**src/rtl/gf180mcu_osu_sc_latch_bank_pkg.sv**
```systemverilog
// Shared types for the latch-bank write controller.
package gf180mcu_osu_sc_latch_bank_pkg;

    typedef enum logic [1:0] {
        IDLE  = 2'd0,
        SETUP = 2'd1,
        OPEN  = 2'd2,
        CLOSE = 2'd3
    } state_t;

endpackage

```
**src/rtl/gf180mcu_osu_sc_rr_arb.sv**
```systemverilog
// Combinational round-robin arbiter: first eligible requester at or after ptr wins.
module gf180mcu_osu_sc_rr_arb #(
    parameter int N = 2,
    localparam int IW = (N > 1) ? $clog2(N) : 1
) (
    input  logic [N-1:0]  req,
    input  logic [N-1:0]  mask,
    input  logic [IW-1:0] ptr,
    output logic [N-1:0]  grant,
    output logic [IW-1:0] idx
);

    logic [N-1:0] eligible;
    logic         found;
    int unsigned  pos;

    always_comb begin
        eligible = req & mask;
        grant    = '0;
        idx      = '0;
        found    = 1'b0;
        pos      = 0;
        for (int unsigned k = 0; k < N; k++) begin
            pos = (32'(ptr) + k) % N;
            if (!found && eligible[pos]) begin
                grant[pos] = 1'b1;
                idx        = IW'(pos);
                found      = 1'b1;
            end
        end
    end

endmodule

```
**src/rtl/gf180mcu_osu_sc_12t_latch_bank_ctrl.sv**
```systemverilog
// Write sequencer for a dlat-based storage bank: SETUP/OPEN/CLOSE around each word enable.
// Define LATCH_BANK_PARITY_EN to add the LAT_P even-parity output.
module gf180mcu_osu_sc_12t_latch_bank_ctrl
    import gf180mcu_osu_sc_latch_bank_pkg::*;
#(
    parameter int NREQ   = 2,
    parameter int NWORDS = 8,
    parameter int WIDTH  = 8,
    localparam int AW    = $clog2(NWORDS),
    localparam int IW    = (NREQ > 1) ? $clog2(NREQ) : 1
) (
    input  logic                  CLK,
    input  logic                  RN,
    input  logic [NREQ-1:0]       REQ,
    input  logic [NREQ*AW-1:0]    ADDR,
    input  logic [NREQ*WIDTH-1:0] WDATA,
    output logic [NREQ-1:0]       GNT,
    output logic                  ERR,
    output logic [WIDTH-1:0]      LAT_D,
    output logic [NWORDS-1:0]     LAT_EN,
    output logic                  BUSY
`ifdef LATCH_BANK_PARITY_EN
    ,
    output logic                  LAT_P
`endif
);

    state_t            state, state_nxt;
    logic [IW-1:0]     ptr, cap_idx, arb_idx;
    logic [NREQ-1:0]   arb_mask, arb_gnt, gnt_oh;
    logic [AW-1:0]     cap_addr, win_addr;
    logic [WIDTH-1:0]  win_data;
    logic [NWORDS-1:0] dec;
    logic              capture, addr_oor;

    gf180mcu_osu_sc_rr_arb #(.N(NREQ)) u_arb (
        .req   (REQ),
        .mask  (arb_mask),
        .ptr   (ptr),
        .grant (arb_gnt),
        .idx   (arb_idx)
    );

    assign win_addr = ADDR[32'(arb_idx)*AW +: AW];
    assign win_data = WDATA[32'(arb_idx)*WIDTH +: WIDTH];
    assign BUSY     = (state != IDLE);

    always_comb begin
        arb_mask = '1;
        gnt_oh   = '0;
        dec      = '0;
        gnt_oh[cap_idx] = 1'b1;
        // The word just written must not win the arbitration in its own CLOSE cycle.
        if (state == CLOSE) begin
            arb_mask[cap_idx] = 1'b0;
        end
        for (int unsigned w = 0; w < NWORDS; w++) begin
            dec[w] = (32'(cap_addr) == w);
        end
        addr_oor = (32'(cap_addr) >= NWORDS);
    end

    always_comb begin
        state_nxt = state;
        capture   = 1'b0;
        case (state)
            IDLE, CLOSE: begin
                if (|arb_gnt) begin
                    capture   = 1'b1;
                    state_nxt = SETUP;
                end else begin
                    state_nxt = IDLE;
                end
            end
            SETUP:   state_nxt = OPEN;
            OPEN:    state_nxt = CLOSE;
            default: state_nxt = IDLE;
        endcase
    end

    always_ff @(posedge CLK) begin
        if (!RN) begin
            state <= IDLE;
        end else begin
            state <= state_nxt;
        end
    end

    always_ff @(posedge CLK) begin
        if (!RN) begin
            ptr      <= '0;
            cap_idx  <= '0;
            cap_addr <= '0;
            LAT_D    <= '0;
            LAT_EN   <= '0;
            GNT      <= '0;
            ERR      <= 1'b0;
`ifdef LATCH_BANK_PARITY_EN
            LAT_P    <= 1'b0;
`endif
        end else begin
            LAT_EN <= (state == SETUP) ? dec : '0;
            GNT    <= (state == OPEN) ? gnt_oh : '0;
            ERR    <= (state == OPEN) && addr_oor;
            if (capture) begin
                cap_idx  <= arb_idx;
                cap_addr <= win_addr;
                LAT_D    <= win_data;
                ptr      <= (32'(arb_idx) == NREQ - 1) ? '0 : arb_idx + 1'b1;
`ifdef LATCH_BANK_PARITY_EN
                LAT_P    <= ^win_data;
`endif
            end
        end
    end

endmodule

```
**config.mk**
```make
export PLATFORM = sky130hd
export DESIGN_NAME = gf180mcu_osu_sc_12t_latch_bank_ctrl
export DESIGN_NICKNAME = d
export VERILOG_FILES = /design/src/rtl/gf180mcu_osu_sc_latch_bank_pkg.sv /design/src/rtl/gf180mcu_osu_sc_rr_arb.sv /design/src/rtl/gf180mcu_osu_sc_12t_latch_bank_ctrl.sv
export SDC_FILE = /design/constraint.sdc
export NUM_CORES = 1
export LEC_CHECK = 0
export BUFFER_PORTS_ARGS = -buffer_cell sky130_fd_sc_hd__buf_2
export CELL_PAD_IN_SITES_DETAIL_PLACEMENT = 0
export CELL_PAD_IN_SITES_GLOBAL_PLACEMENT = 1
export CORE_UTILIZATION = 37
export DETAILED_ROUTE_END_ITERATION = 16
export PLACE_DENSITY = 0.85
export SETUP_SLACK_MARGIN = 0.02
export SLEW_MARGIN = 0
export SYNTH_ARGS = -nofsm -noshare
export SYNTH_HDL_FRONTEND = slang
export SYNTH_SLANG_ARGS = --single-unit
```
**constraint.sdc**
```tcl
create_clock -name CLK -period 2.9 [get_ports CLK]
set_input_delay 0.29 -clock CLK [delete_from_list [all_inputs] [get_ports CLK]]
set_output_delay 0.29 -clock CLK [all_outputs]
set_load 0.02 [all_outputs]
```
# [After elaboration in Yosys (flattened, before gate mapping)]
# Index checks and enable logic that the tools add are counted.
[totals] mem_bits_rw=0 inputBits=26 memories=0 register_bits=25 out_inout_bits=20 romBits=0 latch_bits=0
[classes] n_shift=2 multipliers=1 muxes=21 n_reduce_logical=12 magnitude_cmp=6 n_eq_ne=10 bitwise=3 div_mod_pow=0 add_sub_neg=2
[op_table] cell="indexed part select 16 x 5 -> 8 bit" count=1
[op_table] cell="2-to-1 mux 1 bit" count=14
[op_table] cell="== test 3 bit, second input constant" count=4
[op_table] cell="== test 3 x 2 -> 1 bit, second input constant" count=2
[op_table] cell="less-than comparator 1 x 2 -> 1 bit, second input constant" count=3
[op_table] cell="2-to-1 mux 2 bit" count=3
[op_table] cell="one-hot mux 2 bit (3 select lines)" count=1
[op_table] cell="indexed part select 6 x 4 -> 3 bit" count=1
[op_table] cell="== test 2 bit, second input constant" count=2
[op_table] cell="logical AND 1 bit" count=4
[op_table] cell="AND reduction 2 bit" count=2
[op_table] cell="OR reduction 2 bit" count=2
[op_table] cell="demux 1 bit (select 1 bit)" count=3
[op_table] cell="== test 3 x 1 -> 1 bit, second input constant" count=1
[op_table] cell="greater-or-equal comparator 1 bit, second input constant" count=3
[op_table] cell="logical NOT 3 bit" count=1
[op_table] cell="multiplier 1 x 2 -> 3 bit, second input constant" count=1
[op_table] cell="adder 1 bit, second input constant" count=2
[op_table] cell="bitwise AND 2 bit" count=1
[op_table] cell="== test 2 x 1 -> 1 bit, second input constant" count=1
[op_table] cell="logical NOT 2 bit" count=1
[op_table] cell="inverter 2 bit" count=1
[op_table] cell="bitwise OR 2 bit" count=1
[op_table] cell="nonzero test 2 bit" count=1
[op_table] cell="logical NOT 1 bit" count=1

# [Longest topological paths before layout]
# Gate-level depths: netlist of run 1.
[depth] ltp_word=16 mapped_depth=6

# [Hierarchy]
# Synthesis of run 1 repeated with hierarchy kept, for this count alone.
[unflattened] hier_cells=108 area_unflattened_um2=1049.8
[by_module_without_submodules] module="gf180mcu_osu_sc_12t_latch_bank_ctrl" area_per_inst_um2=1019.7 cells_each=104 instances=1
[by_module_without_submodules] module="gf180mcu_osu_sc_rr_arb" area_per_inst_um2=30.0 cells_each=4 instances=1

# [Worst setup path before layout of run 1]
# OpenSTA, ideal clock, no wires.
[synth_path] path_type="register to register" from="register state[0]" to="register LAT_D[0]" arrival_time_ps=1386 setup_time_ps=106 path_stages_with_launch=7 path_buffers=1 setup_slack_ps=1408 synth_period_minus_slack_ps=1492 cell_sequence="dfxtp_1 > inv_1 > ha_1 > nor2b_1 > clkbuf_1 > nand4_1 > o311ai_0"
[synth_between] elab_chain_len=12
[synth_rtl] item="start, declared" line="gf180mcu_osu_sc_12t_latch_bank_ctrl.sv:28" source="state_t state, state_nxt;"
[synth_rtl] item="start signal, assigned" line="gf180mcu_osu_sc_12t_latch_bank_ctrl.sv:85" source="state <= state_nxt;"
[synth_rtl] item="branches (longest 12 deep; another with indexed part select 16 x 5 -> 8 bit)"
[synth_rtl] item="end signal, assigned" line="gf180mcu_osu_sc_12t_latch_bank_ctrl.sv:108" source="LAT_D <= win_data;"
[synth_rtl] item="end, declared" line="gf180mcu_osu_sc_12t_latch_bank_ctrl.sv:19" source="output logic [WIDTH-1:0] LAT_D,"
# Parallel ways; which one is timed is not known. The select of a mux whose other input is x is not followed.
# A chain may end at the register's enable or synchronous reset.

# [Final worst setup path of run 1]
[layout_path] from="register state[0]" to="register LAT_D[1]"
# Same word-level chain as after synthesis.

==> qor.yml, run 1 <==
clk_pin_slew_ns: 0.14
drc: 0
syn2layout_area_growth_pct: 20.2
wl_met1_mm: 1.25
nNetsFinal: 213
netlist_area_um2: 1220
ctsHoldBuffers: 0
dr.pass1.iters: 5
slew-limit-headroom_pct: 39.3
avgSynthCellArea_um2: 8.36
cp_top_family: "simple AND/OR/NAND/NOR gates"
hold_viol_final: 0
tightest_slew_ns: 0.909
die_x_um: 59.5
wl_met2_mm: 1.22
final_cells: 226
routedWlPerCell_um: 11.7
clock-root-buffer: "clkbuf_4"
skew_ns: 0.00351
grt_antenna_before_repair: 0
first_global_vias: 929
synth_seq_area_share_pct: 41.0
grt_overflow: 0
dp_hpwl_mm: 1.88
period_needed_ns: 1.96
fmax_ghz: 0.511
cts_tree: "yes"
cp.arrival_ns: 2.16
yosys_warnings: 0
crit_chain: "inv_1 -> ha_1 -> nor2b_1 -> nand4_1 -> o311ai_0"
start_util_pct: 39.4
postRouteAntennaNets: 0
final_common_cell: "buf_2"
via_per_inst: 4.96
num_rows: 20
setup_viol: 0
track_usage_pct: 15.6
vdd.ir_drop.worst_uv: 288
syn_nets: 176
leakagePower_nw: 0.638
final_cell_mix: "44 x buf_2, 25 x dfxtp_1, 24 x and2_1, 24 x nand4_1, 15 x inv_1"
core_area_um2: 3100
path_max_fanout: 12
cp.required_ns: 3.11
powerDensity_nw_per_um2: 790
synth_edf_count: 0
n_antenna_cell: 0
async_flop_share_pct: 0
end_kind: "flop"
clock_latency_ns: 0.31
fin_tns_setup_ns: 0
hold_path.class: "in -> reg"
drive_gt1_share_pct: 27.5
dr.first_iter.drc_count: 24
cap_violations: 0
routed_wl_mm: 2.65
clockBufferDepth: 2
r2r_setup_slack_ns: 0.94
dp.cells: 222
start_kind: "flop"
num_vias: 1122
htreeDepth: 1
top_layer_used: "met4"
synth-seq-cells: 25
io_pins: 46
gp_congestion: 0.714
die-area_um2: 3530
io_buffers: 44
critPathMaxStageDelay_ns: 0.73
synth-main-ff-cell: "dfxtp_1"
grt_max_degree: 34
crit_buf_inv: 1
numCtsBuffers: 3
cts_setup_buffers: 0
status: "complete, no violations"
synthDistinctLibCells: 23
dr_wl_met3_um: 166
post_cts_resized: 0
grt_pass1_wl_mm: 4.22
netlist_instances: 146
period_share_pct: 67.5
rsz0062_at_grt: "false"
crit_path_top_delay_cell: "nor2b_1"
critPathKind: "reg -> reg"
drv_slew: 0
cts_sinks: 25
fp.dieH_um: 59.5
-- tightest hold or removal path: cells and delay by family --
family / cells / cell delay (ns)
and+or+nand+nor: 2 / 0.19
AOI/OAI and AO/OA: 1 / 0.07
buffers and inverters: 1 / 0.07
-- power by group --
group          internal (W)  switching (W)  total [W]
Clock             0.0000516       0.000103   0.000155
Sequential         0.000444      0.0000624   0.000506
Combinational      0.000165       0.000333   0.000498
Total              0.000660       0.000499    0.00116
-- final cells by class --
type / instances / area, um^2
clock inverters: 1 / 5.00
repair buffers: 44 / 220
flip-flops and latches: 25 / 500
clock buffers: 3 / 22.5
well taps: 44 / 55.1
inverters: 15 / 56.3
multi-input cells: 94 / 608
fillers: 324 / 1640
-- kinds of logic after synthesis --
| family | after synthesis | share of synthesized area, % |
|---|---|---|
| AOI/OAI and AO/OA | 15 | 10.3 |
| adders and majority gates | 4 | 4.10 |
| buffers and inverters | 27 | 9.22 |
| DFF | 25 | 41.0 |
| muxes | 1 | 0.820 |
| other | 1 | 0.307 |
| and+or+nand+nor | 73 | 34.2 |
-- stage by stage --
step / setup WS (ns) / utilization [%] / total power [W] / hold slack [ns] / instance area, um^2
finish: 0.943 / 47.3 / 0.00116 / 0.336 / 1470
global route: 0.730 / 47.3 / 0.00125 / 0.366 / 1470
CTS: 0.955 / 47.3 / 0.00116 / 0.330 / 1470
detailed placement: 0.988 / 46.4 / 0.00101 / 0.466 / 1440
global placement: 1.08 / 46.4 / 0.00100 / 0.459 / 1440
floorplan: 1.41 / - / 0.000878 / 0.444 / 1220
-- path summary, 6_finish.rpt --
check | startpoint | endpoint | cells after the start
min | ADDR[1] | cap_addr[1] | 4
min reg2reg | ptr | ptr | 2
max reg2reg | state[0] | LAT_D[1] | 5
max | state[0] | LAT_D[1] | 5
-- flip-flops by register name, indices dropped and copies added, names as in the netlist --
| name | flops |
|---|---|
| LAT_D | 8 |
| ptr | 1 |
| cap_addr | 3 |
| GNT | 2 |
| cap_idx | 1 |
| LAT_EN | 8 |
| state | 2 |
-- cells in the mapped netlist (all sizes together) (3+ instances only) --
master	n	area, um^2
nand2	7	26.3
ha	4	50.1
nor2	8	30.0
dfxtp	25	500
buf	3	22.5
inv	15	56.3
clkbuf	9	33.8
o311ai	11	96.4
nand4	24	150
and2	24	150
-- layer usage --
layer  global-route usage (%)  vias to the layer above
li1                         -                      578
met1                     20.5                      495
met2                     25.7                       45
met3                     3.28                        4
met4                     4.08                        0
met5                        0                        -
Power figures use the tool's default switching activity.
==> run 2, diff against run 1 <==
ABC_AREA = 1   (was default)
CORE_UTILIZATION = 29   (was 37)
PLACE_DENSITY = 0.76   (was 0.85)
clock period = 1.7 ns   (was 2.9 ns; I/O delays follow)
==> run 2 against run 1 <==
Effect of this change: worst hold slack lost 0.15 ns; clock power is 130% higher; flip-flop and latch count unchanged; critical path depth up 1; non-clock buffer count increased by 3; clock skew up 0.0018 ns; cell count up 4.4%; synthesized cell count did not move; final area decreased by 5.1%; fmax grew 37%.
==> qor.yml, run 2 <==
fp.dieH_um: 63.5  # +6.9%
cp_top_family: "flip-flops"
cts_tree: "yes"
nNetsFinal: 221  # +3.8%
critPathKind: "reg -> reg"
cts_sinks: 25  # unchanged
hold_path.class: "in -> reg"
final_common_cell: "nand2_1"
power_frac_seq_pct: 38.2  # -5.5 points
syn_nets: 176  # unchanged
post_cts_resized: 0  # unchanged
synth_top_area_share_pct: 45.6  # +4.6 points
yosys_warnings: 0  # unchanged
largestRegisters: "LAT_D (8), LAT_EN (8), cap_addr (3)"
start_util_pct: 31.7  # -7.7 points
die_x_um: 63.5  # +6.9%
total_power_w: 0.00216  # +87%
hold_ws_ns: 0.185  # -0.151 ns
first_global_vias: 961  # +3.4%
synth-main-ff-cell: "dfxtp_1"
dr.first_iter.drc_count: 31  # +29%
tightest_slew_ns: 0.538  # -0.371 ns
netlist_area_um2: 1100  # -10%
gp_congestion: 0.757  # +6.1%
synthDistinctLibCells: 20  # -13%
p_comb_share_pct: 45.1  # +2.1 points
drv_slew: 0  # unchanged
synth_area_leader_cell: "dfxtp_1"
period_needed_ns: 1.43  # -0.524 ns
clock_latency_ns: 0.27  # -0.04 ns
io_buffers: 44  # unchanged
routedWlPerCell_um: 10.0  # -14%
crit_path_top_delay_cell: "dfxtp_1"
track_usage_pct: 12.7  # -2.9 points
die-area_um2: 4040  # +14%
async_flop_share_pct: 0  # unchanged
crit_buf_inv: 2  # +1
hold_viol_final: 0  # unchanged
grt_pass1_wl_mm: 4.00  # -5.2%
path_max_fanout: 9  # -3
grt_antenna_before_repair: 0  # unchanged
syn2layout_area_growth_pct: 26.8
cp.required_ns: 1.89  # -1.22 ns
dr.pass1.iters: 4  # -1
synth_common_cells: "53 x nand2_1, 25 x dfxtp_1, 13 x nand3_1, 12 x a21oi_1, 9 x inv_1"
synth.most_common_cell: "nand2_1"
period_share_pct: 84.3  # +17 points
slew-limit-headroom_pct: 64.1  # +25 points
leakagePower_nw: 0.711  # +11%
start_kind: "flop"
crit_chain: "inv_1 -> ha_1 -> a21oi_4 -> buf_4 -> nand2_1 -> a21oi_1"
core_area_um2: 3470  # +12%
n_antenna_cell: 0  # unchanged
cts_setup_buffers: 0  # unchanged
switching_share_pct: 42.6  # -0.45 points
yosys-top-cells-area: "dfxtp_1 46%, nand2_1 18%, nand3_1 5.9%"
setup_viol: 0  # unchanged
vdd.ir_drop.worst_uv: 468  # +63%
status: "complete, no violations"
synth_seq_area_share_pct: 45.6  # +4.6 points
num_vias: 1006  # -10%
htreeDepth: 1  # unchanged
avgSynthCellArea_um2: 7.52  # -10%
routed_wl_mm: 2.37  # -11%
grt_overflow: 0  # unchanged
ctsHoldBuffers: 0  # unchanged
power.switching_w: 0.000922  # +85%
end_kind: "flop"
drive_gt1_share_pct: 32.6  # +5.2 points
dp_hpwl_mm: 1.84  # -2.5%
pwr-share-clk_pct: 16.6  # +3.2 points
cap_violations: 0  # unchanged
clock-root-buffer: "clkbuf_8"
synth_edf_count: 0  # unchanged
fin_tns_setup_ns: 0  # unchanged
clockBufferDepth: 2  # unchanged
via_per_inst: 4.26  # -14%
fmax_ghz: 0.698  # +37%
skew_ns: 0.00533  # +0.00183 ns
postRouteAntennaNets: 0  # unchanged
clk_pin_slew_ns: 0.09  # -0.05 ns
cp.arrival_ns: 1.63  # -0.53 ns
numCtsBuffers: 3  # unchanged
io_pins: 46  # unchanged
p_int_w: 0.00124  # +88%
grt_max_degree: 17  # -50%
critPathMaxStageDelay_ns: 0.39  # -0.34 ns
synth-seq-cells: 25  # unchanged
num_rows: 21  # +5.0%
final_cell_mix: "53 x nand2_1, 44 x buf_2, 25 x dfxtp_1"
netlist_instances: 146  # unchanged
drc: 0  # unchanged
powerDensity_nw_per_um2: 1550  # +97%
rsz0062_at_grt: "false"
run 2: cell types whose count changed after synthesis, sizes merged, moves of 2 or more:
cell and change:
o21ai -2, nand2 +50, buf +3, a21oi +14, and2 -24, nor2b -2
nand3 +12, nand4 -24, o311ai -11, clkbuf -8, inv -3
run 2: path summary, 6_finish.rpt:
kind	depth (start not counted)	to	slack, ns	start
worst min register to register	2	LAT_D[4]	0.47	LAT_D[4]
worst min-delay path	3	state[1]	0.19	RN
worst max register to register	6	LAT_D[5]	0.27	state[1]
worst max-delay path	6	LAT_D[5]	0.27	state[1]
run 2: worst reg2reg max path, cell delays in order, from the launching register on:
cell and delay (ns):
dfxtp_1 0.39, inv_1 0.08, ha_1 0.32, a21oi_4 0.20, buf_4 0.20, nand2_1 0.06, a21oi_1 0.12
run 2: area by class of cell:
type / count / area (um^2)
Fill cell: 389 / 2080
Sequential cell: 25 / 500
Multi-Input combinational cell: 102 / 498
Timing Repair Buffer: 47 / 243
Tap cell: 46 / 57.6
Inverter: 12 / 45.0
Clock buffer: 3 / 41.3
Clock inverter: 1 / 7.51
run 2: cell families (layout without fill, tap and decap cells):
logic type,Yosys count,count (layout),synth area share [%]
other,1,1,0.341
and+or+nand+nor,82,82,31.5
DFF,25,25,45.6
buffers and inverters,19,63,9.11
AOI/OAI and AO/OA,15,15,8.88
adders and majority gates,4,4,4.56
run 2: power groups by stage:
stage / Combinational, W / Sequential (W) / Clock (W)
floorplan: 0.000689 / 0.000927 / 0
global placement: 0.000976 / 0.000833 / 0
detailed placement: 0.000987 / 0.000840 / 0
CTS: 0.000993 / 0.000827 / 0.000369
global route: 0.00110 / 0.000844 / 0.000395
finish: 0.000977 / 0.000827 / 0.000360
run 2: stage by stage:
stage                     cells  setup WS, ns  util (%)  instance area [um^2]
after floorplan             146         0.364         -                  1100
after detailed placement    232         0.286      38.7                  1340
after global routing        236        0.0989      40.2                  1390
after CTS                   236         0.249      40.2                  1390
after global placement      232         0.317      38.7                  1340
final                       236         0.267      40.2                  1390
run 2: metal layers:
layer  routed length, um  track usage, %  part of all wire (%)  vias up
met5                   0               0                     0        -
met4                   8            4.55                  0.34        0
met3                 157            3.26                   6.6        2
met2                1060            20.9                    45       35
met1                1140            15.7                    48      425
li1                    -               -                     -      544
==> run 3, diff against run 2 <==
ABC_AREA = 0   (was 1)
CORE_UTILIZATION = 34   (was 29)
PLACE_DENSITY = 0.79   (was 0.76)
clock period = 1.49 ns   (was 1.7 ns; I/O delays follow)
==> run 3 against run 2 <==
Effect of this change: via count increased by 19%; non-clock buffer count increased by 4; critical path type unchanged; cell count decreased by 0.42%; final area increased by 13%; worst hold slack improved by 0.0092 ns; die area decreased by 5.0%; routed wire length increased by 31%; register-to-register slack got worse by 0.17 ns; utilization increased by 6.1 points; total power increased by 17%; combinational power increased by 25%; sequential share of layout area decreased by 3.9 points.
==> qor.yml, run 3 (synthesis gave the netlist of run 1 again) <==
fmax_ghz: 0.720  # +3.2%
start_kind: "flop"
postRouteAntennaNets: 0  # unchanged
cts_setup_buffers: 0  # unchanged
io_buffers: 44  # unchanged
period_share_pct: 93.2  # +8.9 points
die_x_um: 61.9  # -2.5%
drv_slew: 0  # unchanged
fillers: 359  # -7.7%
hp-start: "WDATA[6]"
crit_path_top_delay_cell: "dfxtp_2"
clk_pin_slew_ns: 0.14  # +0.05 ns
utilization_pct: 46.3  # +6.1 points
dp_hpwl_mm: 2.07  # +13%
io_pins: 46  # unchanged
grt_overflow: 0  # unchanged
final_common_cell: "buf_2"
n_antenna_cell: 0  # unchanged
clock_latency_ns: 0.32  # +0.05 ns
leakagePower_nw: 0.684  # -3.8%
cts_sinks: 25  # unchanged
fin_tns_setup_ns: 0  # unchanged
worst_slack_ns: 0.101  # -0.166 ns
hold_viol_final: 0  # unchanged
powerDensity_nw_per_um2: 1620  # +4.2%
p_comb_share_pct: 48.1  # +3.0 points
p_int_w: 0.00145  # +17%
clockBufferDepth: 2  # unchanged
via_per_inst: 5.08  # +19%
syn2layout_area_growth_pct: 28.4
largestRegisters: "LAT_D (8), LAT_EN (8), cap_addr (3)"
track_usage_pct: 17.7  # +5.0 points
start_util_pct: 36.0  # +4.4 points
routedWlPerCell_um: 13.2  # +31%
dr.first_iter.drc_count: 73  # +140%
grt_max_degree: 22  # +5
core_area_um2: 3390  # -2.3%
cap_violations: 0  # unchanged
ctsHoldBuffers: 0  # unchanged
htreeDepth: 1  # unchanged
r2r-start: "state[0]"
cp.arrival_ns: 1.61  # -0.02 ns
switching_share_pct: 43.0  # +0.37 points
setup_viol: 0  # unchanged
critPathMaxStageDelay_ns: 0.37  # -0.02 ns
num_rows: 21  # unchanged
nNetsFinal: 220  # -0.45%
power.switching_w: 0.00109  # +18%
total_power_w: 0.00254  # +17%
numCtsBuffers: 3  # unchanged
num_vias: 1194  # +19%
hold_path_depth: 4  # +1
dr.pass1.iters: 4  # unchanged
status: "complete, no violations"
power_frac_seq_pct: 39.8  # +1.6 points
grt_antenna_before_repair: 0  # unchanged
gp_congestion: 0.781  # +3.2%
drive_gt1_share_pct: 34.4  # +1.8 points
hold_ws_ns: 0.194  # +0.00919 ns
worstReg2RegEnd: "LAT_D[1]"
first_global_vias: 1089  # +13%
drc: 0  # unchanged
dpl_worst_slack_ns: -0.0241  # -0.310 ns
pwr-share-clk_pct: 12.0  # -4.6 points
end_kind: "flop"
cp.required_ns: 1.71  # -0.18 ns
critPathKind: "reg -> reg"
die-area_um2: 3840  # -5.0%
final_cell_mix: "44 x buf_2, 24 x and2_1, 24 x nand4_1"
fp.dieH_um: 61.9  # -2.5%
path_max_fanout: 14  # +5
skew_ns: 0.00605  # +0.000713 ns
reg2reg_depth: 5  # -1
routed_wl_mm: 3.10  # +31%
clock-root-buffer: "clkbuf_4"
grt_pass1_wl_mm: 4.88  # +22%
rsz0062_at_grt: "false"
r2r_setup_slack_ns: 0.10  # -0.17 ns
crit_chain: "inv_1 -> ha_4 -> a211oi_2 -> buf_4 -> o311ai_0"
vdd.ir_drop.worst_uv: 606  # +29%
worstHoldEndpoint: "LAT_D[6]"
period_needed_ns: 1.39  # -0.0438 ns
hold_path.class: "in -> reg"
cts_tree: "yes"
[run 3: cell count changes in the layout (fill, tap and decap cells not counted), sizes merged, moves of 3 or more]
cell and delta:
nand2 -50, and2 +24, nand4 +24, a21oi -14
nand3 -12, o311ai +11, buf +4, inv +3
[run 3: worst max path at each step]
stage,cells past startpoint,startpoint,endpoint,slack (ns)
after floorplan,5,state[0],LAT_D[0],0.04
after global placement,4,state[0],LAT_D[5],0.04
after detailed placement,4,state[0],cap_addr[2],-0.02
after CTS,6,state[0],LAT_D[2],0.03
after global routing,5,state[1],LAT_D[7],0.04
final,5,state[0],LAT_D[1],0.10
[run 3: per-layer routing]
| layer | track usage, % | up-vias | share of wire, % |
|---|---|---|---|
| li1 | - | 594 | - |
| met1 | 21.9 | 550 | 44 |
| met2 | 29.5 | 48 | 50 |
| met3 | 4.97 | 2 | 5.5 |
| met4 | 6.03 | 0 | 0.65 |
| met5 | 0 | - | 0 |
[run 3: power by group through the flow]
stage / logic (W) / clock network (W) / registers [W]
floorplan: 0.000587 / 0 / 0.00113
global placement: 0.00104 / 0 / 0.00100
detailed placement: 0.00107 / 0 / 0.00101
CTS: 0.00108 / 0.000316 / 0.00100
global route: 0.00133 / 0.000353 / 0.00104
finish: 0.00122 / 0.000306 / 0.00101
[run 3: area by class of cell]
class | instances | area (um^2) | share of cell area (%)
Clock buffer | 3 | 22.5 | 1.44
Clock inverter | 1 | 7.51 | 0.479
Inverter | 15 | 56.3 | 3.59
Multi-Input combinational cell | 94 | 641 | 40.9
Sequential cell | 25 | 503 | 32.1
Tap cell | 46 | 57.6 | 3.67
Timing Repair Buffer | 51 | 280 | 17.9
[run 3: timing repair]
| action | in CTS | in global routing |
|---|---|---|
| hold endpoints to repair | 0 | 0 |
| cloned | 0 | 1 |
| resized for setup | 4 | 14 |
| setup endpoints to repair | 12 | 13 |
[run 3: through the flow]
step	instances	instance area (um^2)
final	235	1570
after global routing	235	1570
after CTS	234	1530
after detailed placement	230	1490
after global placement	230	1490
after floorplan	146	1230
[run 3: worst max-delay path, delay by kind of cell, from the launching register on]
| kind | cells | cell delay [ns] |
|---|---|---|
| buffers and inverters | 2 | 0.28 |
| adder cells (fa/ha/maj) | 1 | 0.32 |
| flip-flops | 1 | 0.37 |
| AO/OA/AOI/OAI | 2 | 0.32 |
